## src/rtl/wb_bus_bridge_pkg.sv

```systemverilog
// wb_bus_bridge_pkg: shared response codes and bridge FSM states
package wb_bus_bridge_pkg;
   localparam int RESP_OK = 0;
   typedef enum logic [2:0] {IDLE, R_ADDR, R_DATA, W_REQ, W_RESP, ACK} state_t;
endpackage

```

## src/rtl/wb_bus_bridge.sv

```systemverilog
// wb_bus_bridge: Wishbone classic slave driving one copperv split valid/ready transaction per cycle
import wb_bus_bridge_pkg::*;
module wb_bus_bridge #(
   parameter int addr_width   = 32,
   parameter int data_width   = 32,
   parameter int strobe_width = data_width / 8,
   parameter int resp_width   = 1
) (
   input  logic                    clock,
   input  logic                    reset,
   input  logic [addr_width-1:0]   wb_adr,
   input  logic [data_width-1:0]   wb_datwr,
   output logic [data_width-1:0]   wb_datrd,
   input  logic                    wb_we,
   input  logic                    wb_stb,
   input  logic                    wb_cyc,
   input  logic [strobe_width-1:0] wb_sel,
   output logic                    wb_ack,
   output logic                    wb_err,
   output logic                    bus_r_addr_valid,
   input  logic                    bus_r_addr_ready,
   output logic [addr_width-1:0]   bus_r_addr,
   input  logic                    bus_r_data_valid,
   output logic                    bus_r_data_ready,
   input  logic [data_width-1:0]   bus_r_data,
   output logic                    bus_w_data_addr_valid,
   input  logic                    bus_w_data_addr_ready,
   output logic [data_width-1:0]   bus_w_data,
   output logic [addr_width-1:0]   bus_w_addr,
   output logic [strobe_width-1:0] bus_w_strobe,
   input  logic                    bus_w_resp_valid,
   output logic                    bus_w_resp_ready,
   input  logic [resp_width-1:0]   bus_w_resp
);
   state_t state;
   logic   abort;
   logic   abort_now;
   assign abort_now = abort | ~wb_cyc;
   always_ff @(posedge clock) begin
      if (reset) begin
         state                 <= IDLE;
         abort                 <= 1'b0;
         wb_datrd              <= '0;
         wb_ack                <= 1'b0;
         wb_err                <= 1'b0;
         bus_r_addr_valid      <= 1'b0;
         bus_r_addr            <= '0;
         bus_r_data_ready      <= 1'b0;
         bus_w_data_addr_valid <= 1'b0;
         bus_w_data            <= '0;
         bus_w_addr            <= '0;
         bus_w_strobe          <= '0;
         bus_w_resp_ready      <= 1'b0;
      end else begin
         case (state)
            IDLE: begin
               abort <= 1'b0;
               if (wb_cyc && wb_stb) begin
                  if (wb_we) begin
                     bus_w_addr            <= wb_adr;
                     bus_w_data            <= wb_datwr;
                     bus_w_strobe          <= wb_sel;
                     bus_w_data_addr_valid <= 1'b1;
                     state                 <= W_REQ;
                  end else begin
                     bus_r_addr       <= wb_adr;
                     bus_r_addr_valid <= 1'b1;
                     state            <= R_ADDR;
                  end
               end
            end
            R_ADDR: begin
               abort <= abort_now;
               if (bus_r_addr_ready) begin
                  bus_r_addr_valid <= 1'b0;
                  bus_r_data_ready <= 1'b1;
                  state            <= R_DATA;
               end
            end
            R_DATA: begin
               abort <= abort_now;
               if (bus_r_data_valid) begin
                  bus_r_data_ready <= 1'b0;
                  // an abandoned read still drains the bus but must not disturb the last read value
                  if (!abort_now) wb_datrd <= bus_r_data;
                  abort  <= 1'b0;
                  wb_ack <= ~abort_now;
                  wb_err <= 1'b0;
                  state  <= abort_now ? IDLE : ACK;
               end
            end
            W_REQ: begin
               abort <= abort_now;
               if (bus_w_data_addr_ready) begin
                  bus_w_data_addr_valid <= 1'b0;
                  bus_w_resp_ready      <= 1'b1;
                  state                 <= W_RESP;
               end
            end
            W_RESP: begin
               abort <= abort_now;
               if (bus_w_resp_valid) begin
                  bus_w_resp_ready <= 1'b0;
                  abort            <= 1'b0;
                  wb_ack           <= ~abort_now;
                  wb_err           <= ~abort_now && (bus_w_resp != resp_width'(RESP_OK));
                  state            <= abort_now ? IDLE : ACK;
               end
            end
            ACK: begin
               wb_ack <= 1'b0;
               wb_err <= 1'b0;
               abort  <= 1'b0;
               state  <= IDLE;
            end
            default: state <= IDLE;
         endcase
      end
   end
endmodule

```

## config.mk

```make
export PLATFORM = sky130hd
export DESIGN_NAME = wb_bus_bridge
export DESIGN_NICKNAME = d
export VERILOG_FILES = /design/src/rtl/wb_bus_bridge_pkg.sv /design/src/rtl/wb_bus_bridge.sv
export SDC_FILE = /design/constraint.sdc
export NUM_CORES = 1
export LEC_CHECK = 0
export ABC_AREA = 1
export BUFFER_PORTS_ARGS = -buffer_cell sky130_fd_sc_hd__buf_2
export CORE_MARGIN = 2
export CORE_UTILIZATION = 49
export CTS_CLUSTER_SIZE = 10
export DETAILED_ROUTE_END_ITERATION = 8
export GPL_TIMING_DRIVEN = 1
export PLACE_DENSITY = 0.84
export SYNTH_ARGS = -nofsm -noshare
export SYNTH_HDL_FRONTEND = slang
export SYNTH_SLANG_ARGS = --single-unit
```

## constraint.sdc

```tcl
create_clock -name clock -period 3.65 [get_ports clock]
set_input_delay 0.5475 -clock clock [delete_from_list [all_inputs] [get_ports clock]]
set_output_delay 0.5475 -clock clock [all_outputs]
set_load 0.05 [all_outputs]
```

==> out/summary.txt, run 1 <==
clk_skew: 0.008643 ns
max cap viols: 0
clk root buf: clkbuf_8
die area: 11330 um^2
register area: 2843 um^2
Period minus WS final: 2.207 ns
sequential-to-total area share from yosys stat: 0.5528
critical path capture point type: flip-flop
Post-DP HPWL: 9.867 mm
CP Launch Type: flip-flop
crit share post-route: 0.6046
Synth Cell Area: 5142 um^2
Synth-to-Final Area Change: 35.28%
routability cong.: 0.9069
Yosys cell types: 22
Critical Path Fanout Max: 37
initial antenna violation count: 2
Total Routing Usage GR: 0.2479
Hold Path Depth: 3
Routed wire per std cell: 13.69 um
RSZ-0062 raised after global routing: no
worst-path cell chain: inv_1, nand4_2, nor2_4, inv_2, buf_4, nor2_1, nor2_1
Slew @ Worst Pin: 1.099 ns
effective utilization at floorplan: 0.5004
vias in the first global route: 4763
clk sinks: 142
setup_tns: 0 ns
Rows: 37
CP Class: flip-flop to flip-flop
Final Setup Violations: 0
core area: 10280 um^2
Worst R2R Setup Slack: 1.44 ns
Die Height: 106.4 um
Hold WC Path Type: input pin to flip-flop
post_cts resized: 0
Yosys warnings: 0
largest stage delay on the critical path: 0.56 ns
H-tree depth: 4
Worst-Skew Late Latency: 0.50 ns
status: completed
Worst-path clk slew: 0.07 ns
Critical Path Start: state[2]$_SDFFE_PP0P_
Hold Violations, Final: 0
Post-Route WL: 14.27 mm
Die W: 106.4 um
Post-Syn Nets: 774
crit path DAT: 2.63 ns
drt pass-1 iters: 5
worst hold endpoint: bus_w_data[24]$_SDFFE_PP0P_
CP required: 4.07 ns
R2R Path Start: state[2]$_SDFFE_PP0P_
final total power: 0.005068 W
DRC errors left: 0
peak supply drop: 0.0003882 V
post-synthesis register bit count: 142
Clock Path Buffers: 2
PwrDens: 728.5 nW/um^2
largest net degree at the start of global routing: 87
Mean Syn Cell Area: 7.745 um^2
via count: 5143
Num CTS Buffers: 17
Min-Delay Startpoint: wb_datwr[24]
footprint of the multi-input gates: 2009 um^2
antenna-violating nets left: 0
CTS tree: yes
vias per cell: 4.936
share of cells above drive strength 1: 0.3308
critical path's slowest cell: dfxtp_1
Pleak: 3.723 nW
hold_buf cts: 0
input/output buffers: 247
Ports: 248
reg2reg path depth: 7
fill cell count: 906
hold_ws: 0.2716 ns
global route overflow: 0
worst rel slew slack: 0.2664
global-route wire length before repair: 22.68 mm
number of cells produced by synthesis: 664
reg2reg end: bus_w_data[9]$_SDFFE_PP0P_
Util after Layout: 0.6769
CP most frequent cell: nor2_1
DRT iter0 DRCs: 280
postcts setup bufs: 0
f_max: 0.4532 GHz
Max Transition Viols Final: 0
Net count, final: 1003
-- critical path, delay by kind of cell, from the launching register on --
family                 cells  cell delay [ns]
buffers and inverters      3             1.15
DFF                        1             0.56
and+or+nand+nor            4             0.38
-- layout by cell type, fill, tap and decap left out, drive strengths merged, types with 2 or more instances in the layout --
cell / count
nor2: 287
buf: 252
dfxtp: 142
o21ai: 138
nand2: 21
clkbuf: 18
inv: 18
a21oi: 7
nand3: 6
clkinv: 4
bufinv: 3
diode: 2
clkinvlp: 2
nor3: 2
nand4: 2
-- state kept, by name (all words and copies together) (netlist names) --
register,count
bus_w_resp_ready,1
wb_datrd,32
wb_ack,1
bus_w_addr,32
bus_w_data,32
bus_r_addr,32
abort,1
bus_w_strobe,4
bus_w_data_addr_valid,1
bus_r_addr_valid,1
bus_r_data_ready,1
wb_err,1
state,3
-- how the worst max path moves through the flow --
stage	to	slack, ns	depth (start not counted)
2_1_floorplan	wb_datrd[0]$_SDFFE_PP0P_	2.18	8
3_3_place_gp	wb_datrd[16]$_SDFFE_PP0P_	1.42	9
3_5_place_dp	wb_datrd[30]$_SDFFE_PP0P_	1.37	9
4_1_cts	bus_w_addr[17]$_SDFFE_PP0P_	1.45	7
5_1_grt	bus_w_addr[17]$_SDFFE_PP0P_	1.17	7
6_report	bus_w_data[9]$_SDFFE_PP0P_	1.44	7
-- cell usage after synthesis (all sizes together) --
master / instances / area [um^2]
nor2: 287 / 1117
dfxtp: 142 / 2843
o21ai: 138 / 690.7
buf: 24 / 166.4
nand2: 21 / 78.83
clkbuf: 18 / 67.56
inv: 15 / 56.30
a21oi: 7 / 38.79
nand3: 6 / 30.03
nand4: 2 / 18.77
nor3: 2 / 21.27
and2: 1 / 6.260
o21bai: 1 / 7.510
-- layer usage --
metal	GRT usage	share of wire	up-vias
met4	0.1122	0.028	0
met3	0.06254	0.088	28
met5	0	0	-
met1	0.3116	0.41	2294
li1	-	-	2584
met2	0.4020	0.47	237
-- metrics by stage --
step           instances  worst slack [ns]  area (um^2)
2_1_floorplan        664             2.176         5142
3_3_place_gp        1010             1.421         6365
3_5_place_dp        1010             1.369         6365
4_1_cts             1040             1.448         6952
5_1_grt             1042             1.167         6957
6_report            1042             1.443         6957
-- cell families after synthesis --
kind of cell / after synthesis / share of synthesized area
DFF: 142 / 0.5528
and+or+nand+nor: 319 / 0.2474
buffers and inverters: 57 / 0.05645
AOI/OAI and AO/OA: 146 / 0.1433
-- layout make-up --
class | count | share of cell area
clock buffers | 18 | 0.06151
diodes | 2 | 0.0007194
flip-flops and latches | 142 | 0.4086
clock inverters | 12 | 0.02284
inverters | 15 | 0.008094
well taps | 136 | 0.02446
repair buffers | 252 | 0.1849
multi-input cells | 465 | 0.2888
-- report_power, final --
part / internal, W / switching (W) / total (W)
combinational: 0.000353 / 0.00113 / 0.00148
sequential: 0.00175 / 0.000128 / 0.00188
clock: 0.00106 / 0.000651 / 0.00171
total: 0.00316 / 0.00191 / 0.00507
(Power assumes the default switching activity.)
==> run 2, diff against run 1 <==
CORE_UTILIZATION = 46   (was 49)
PLACE_DENSITY = 0.8   (was 0.84)
clock period = 2.2 ns   (was 3.65 ns; I/O delays follow)
==> run 2 against run 1 <==
Net effect: global-route usage decreased by 1.4 points; clock skew down 0.0021 ns; core utilization decreased by 3.6 points; die area rose by 6.3%; worst setup slack lost 0.97 ns; flip-flop and latch count unchanged; count of clock-buffer cells in the layout grew 2; first-iteration DRC count rose by 66%; worst hold slack lost 0.24 ns; total power increased by 62%; sequential power is 64% higher; non-clock buffer count grew 6.
==> out/summary.txt, run 2 (synthesized netlist as in run 1, its figures left out) <==
setup_tns: 0 ns (unchanged)
initial antenna violation count: 0 (was 2)
Max Transition Viols Final: 0 (unchanged)
clk_skew: 0.006529 ns (was 0.008643 ns)
core area: 10890 um^2 (was 10280 um^2)
CP Class: flip-flop to flip-flop (unchanged)
Hold Violations, Final: 0 (unchanged)
drt pass-1 iters: 4 (was 5)
Die Height: 109.7 um (was 106.4 um)
hold_ws: 0.03438 ns (was 0.2716 ns)
Post-DP Area: 6427 um^2 (was 6365 um^2)
Worst-path clk slew: 0.06 ns (was 0.07 ns)
worst-path cell chain: nor2_1, nand2_1, nor3_4, inv_1, nor2_1, nor2_1 (was inv_1, nand4_2, nor2_4, inv_2, buf_4, nor2_1, nor2_1)
f_max: 0.5780 GHz (was 0.4532 GHz)
Pleak: 3.718 nW (was 3.723 nW)
global route overflow: 0 (unchanged)
hold_buf cts: 0 (unchanged)
Routed wire per std cell: 13.45 um (was 13.69 um)
worst rel slew slack: 0.3697 (was 0.2664)
critical path capture point type: flip-flop (unchanged)
RSZ-0062 raised after global routing: no (unchanged)
postcts setup bufs: 0 (unchanged)
effective utilization at floorplan: 0.4723 (was 0.5004)
Ports: 248 (unchanged)
Clock Path Buffers: 2 (unchanged)
share of cells above drive strength 1: 0.3344 (was 0.3308)
post_cts resized: 0 (unchanged)
DRT iter0 DRCs: 464 (was 280)
DRC errors left: 0 (unchanged)
crit share post-route: 0.7864 (was 0.6046)
largest stage delay on the critical path: 0.68 ns (was 0.56 ns)
Hold WC Path Type: input pin to flip-flop (unchanged)
status: completed (unchanged)
antenna-violating nets left: 0 (unchanged)
vias per cell: 4.840 (was 4.936)
Net count, final: 1009 (was 1003)
die area: 12040 um^2 (was 11330 um^2)
PwrDens: 1180 nW/um^2 (was 728.5 nW/um^2)
Post-DP HPWL: 9.722 mm (was 9.867 mm)
commonest non-fill, non-tap cell in the layout: nor2_1 (unchanged)
Total Routing Usage GR: 0.2335 (was 0.2479)
CTS tree: yes (unchanged)
most frequent cells in the layout: nor2_1, buf_2, dfxtp_1 (unchanged)
CP most frequent cell: nor2_1 (unchanged)
via count: 5092 (was 5143)
Worst-Skew Late Latency: 0.51 ns (was 0.50 ns)
Die W: 109.7 um (was 106.4 um)
crit path DAT: 2.18 ns (was 2.63 ns)
peak supply drop: 0.0006434 V (was 0.0003882 V)
diode count: 0 (was 2)
largest net degree at the start of global routing: 87 (unchanged)
Final Setup Violations: 0 (unchanged)
Design Area, Final: 6977 um^2 (was 6957 um^2)
Synth-to-Final Area Change: 35.67% (was 35.28%)
Post-Route WL: 14.15 mm (was 14.27 mm)
CP required: 2.65 ns (was 4.07 ns)
clk root buf: clkbuf_8 (unchanged)
Buffers & Inverters on Critical Path: 1 (was 3)
Critical Path Fanout Max: 32 (was 37)
max cap viols: 0 (unchanged)
Rows: 38 (was 37)
Slew @ Worst Pin: 0.9445 ns (was 1.099 ns)
CP Launch Type: flip-flop (unchanged)
CP delay by family, top: buffers and inverters (unchanged)
clk sinks: 142 (unchanged)
Period minus WS final: 1.730 ns (was 2.207 ns)
input/output buffers: 247 (unchanged)
H-tree depth: 4 (unchanged)
Num CTS Buffers: 17 (unchanged)
vias in the first global route: 4724 (was 4763)
critical path's slowest cell: inv_1 (was dfxtp_1)
global-route wire length before repair: 21.92 mm (was 22.68 mm)
routability cong.: 0.9349 (was 0.9069)
[run 2: metal layers]
metal | vias up | track usage | part of all wire
met5 | - | 0 | 0
li1 | 2589 | - | -
met2 | 210 | 0.3884 | 0.47
met4 | 0 | 0.08770 | 0.015
met3 | 18 | 0.08536 | 0.093
met1 | 2275 | 0.2749 | 0.42
[run 2: path summary, 6_finish.rpt]
check	start	end	slack [ns]	cells past startpoint
worst max register to register	state[0]$_SDFFE_PP0P_	wb_datrd[11]$_SDFFE_PP0P_	0.47	6
worst min register to register	bus_w_resp_ready$_SDFFE_PP0P_	bus_w_resp_ready$_SDFFE_PP0P_	0.48	2
worst min-delay path	wb_sel[3]	bus_w_strobe[3]$_SDFFE_PP0P_	0.03	3
worst max-delay path	state[0]$_SDFFE_PP0P_	wb_datrd[11]$_SDFFE_PP0P_	0.47	6
[run 2: layout make-up]
type,instances,area [um^2]
Fill cell,944,3911
Sequential cell,142,2843
Multi-Input combinational cell,465,2009
Timing Repair Buffer,258,1344
Clock buffer,20,435.4
Tap cell,140,175.2
Clock inverter,12,113.9
Inverter,15,56.30
[run 2: power breakdown]
part	internal, W	switching (W)
Combinational	0.000610	0.00191
Clock	0.00153	0.00110
Sequential	0.00291	0.000179
[run 2: worst reg2reg max path, stage by stage, from the launching register on]
cell     delay (ns)
dfxtp_1        0.45
nor2_1         0.09
nand2_1        0.15
nor3_4         0.06
inv_1          0.68
nor2_1         0.11
nor2_1         0.13
[run 2: per-stage QoR]
| step | instances | utilization | setup slack, ns | power, W |
|---|---|---|---|---|
| 2_1_floorplan | 664 | - | 0.8276 | 0.005034 |
| 3_3_place_gp | 1020 | 0.5903 | 0.5039 | 0.005630 |
| 3_5_place_dp | 1020 | 0.5903 | 0.4650 | 0.005647 |
| 4_1_cts | 1052 | 0.6408 | 0.4533 | 0.008296 |
| 5_1_grt | 1052 | 0.6408 | 0.2611 | 0.008661 |
| 6_report | 1052 | 0.6408 | 0.4699 | 0.008235 |
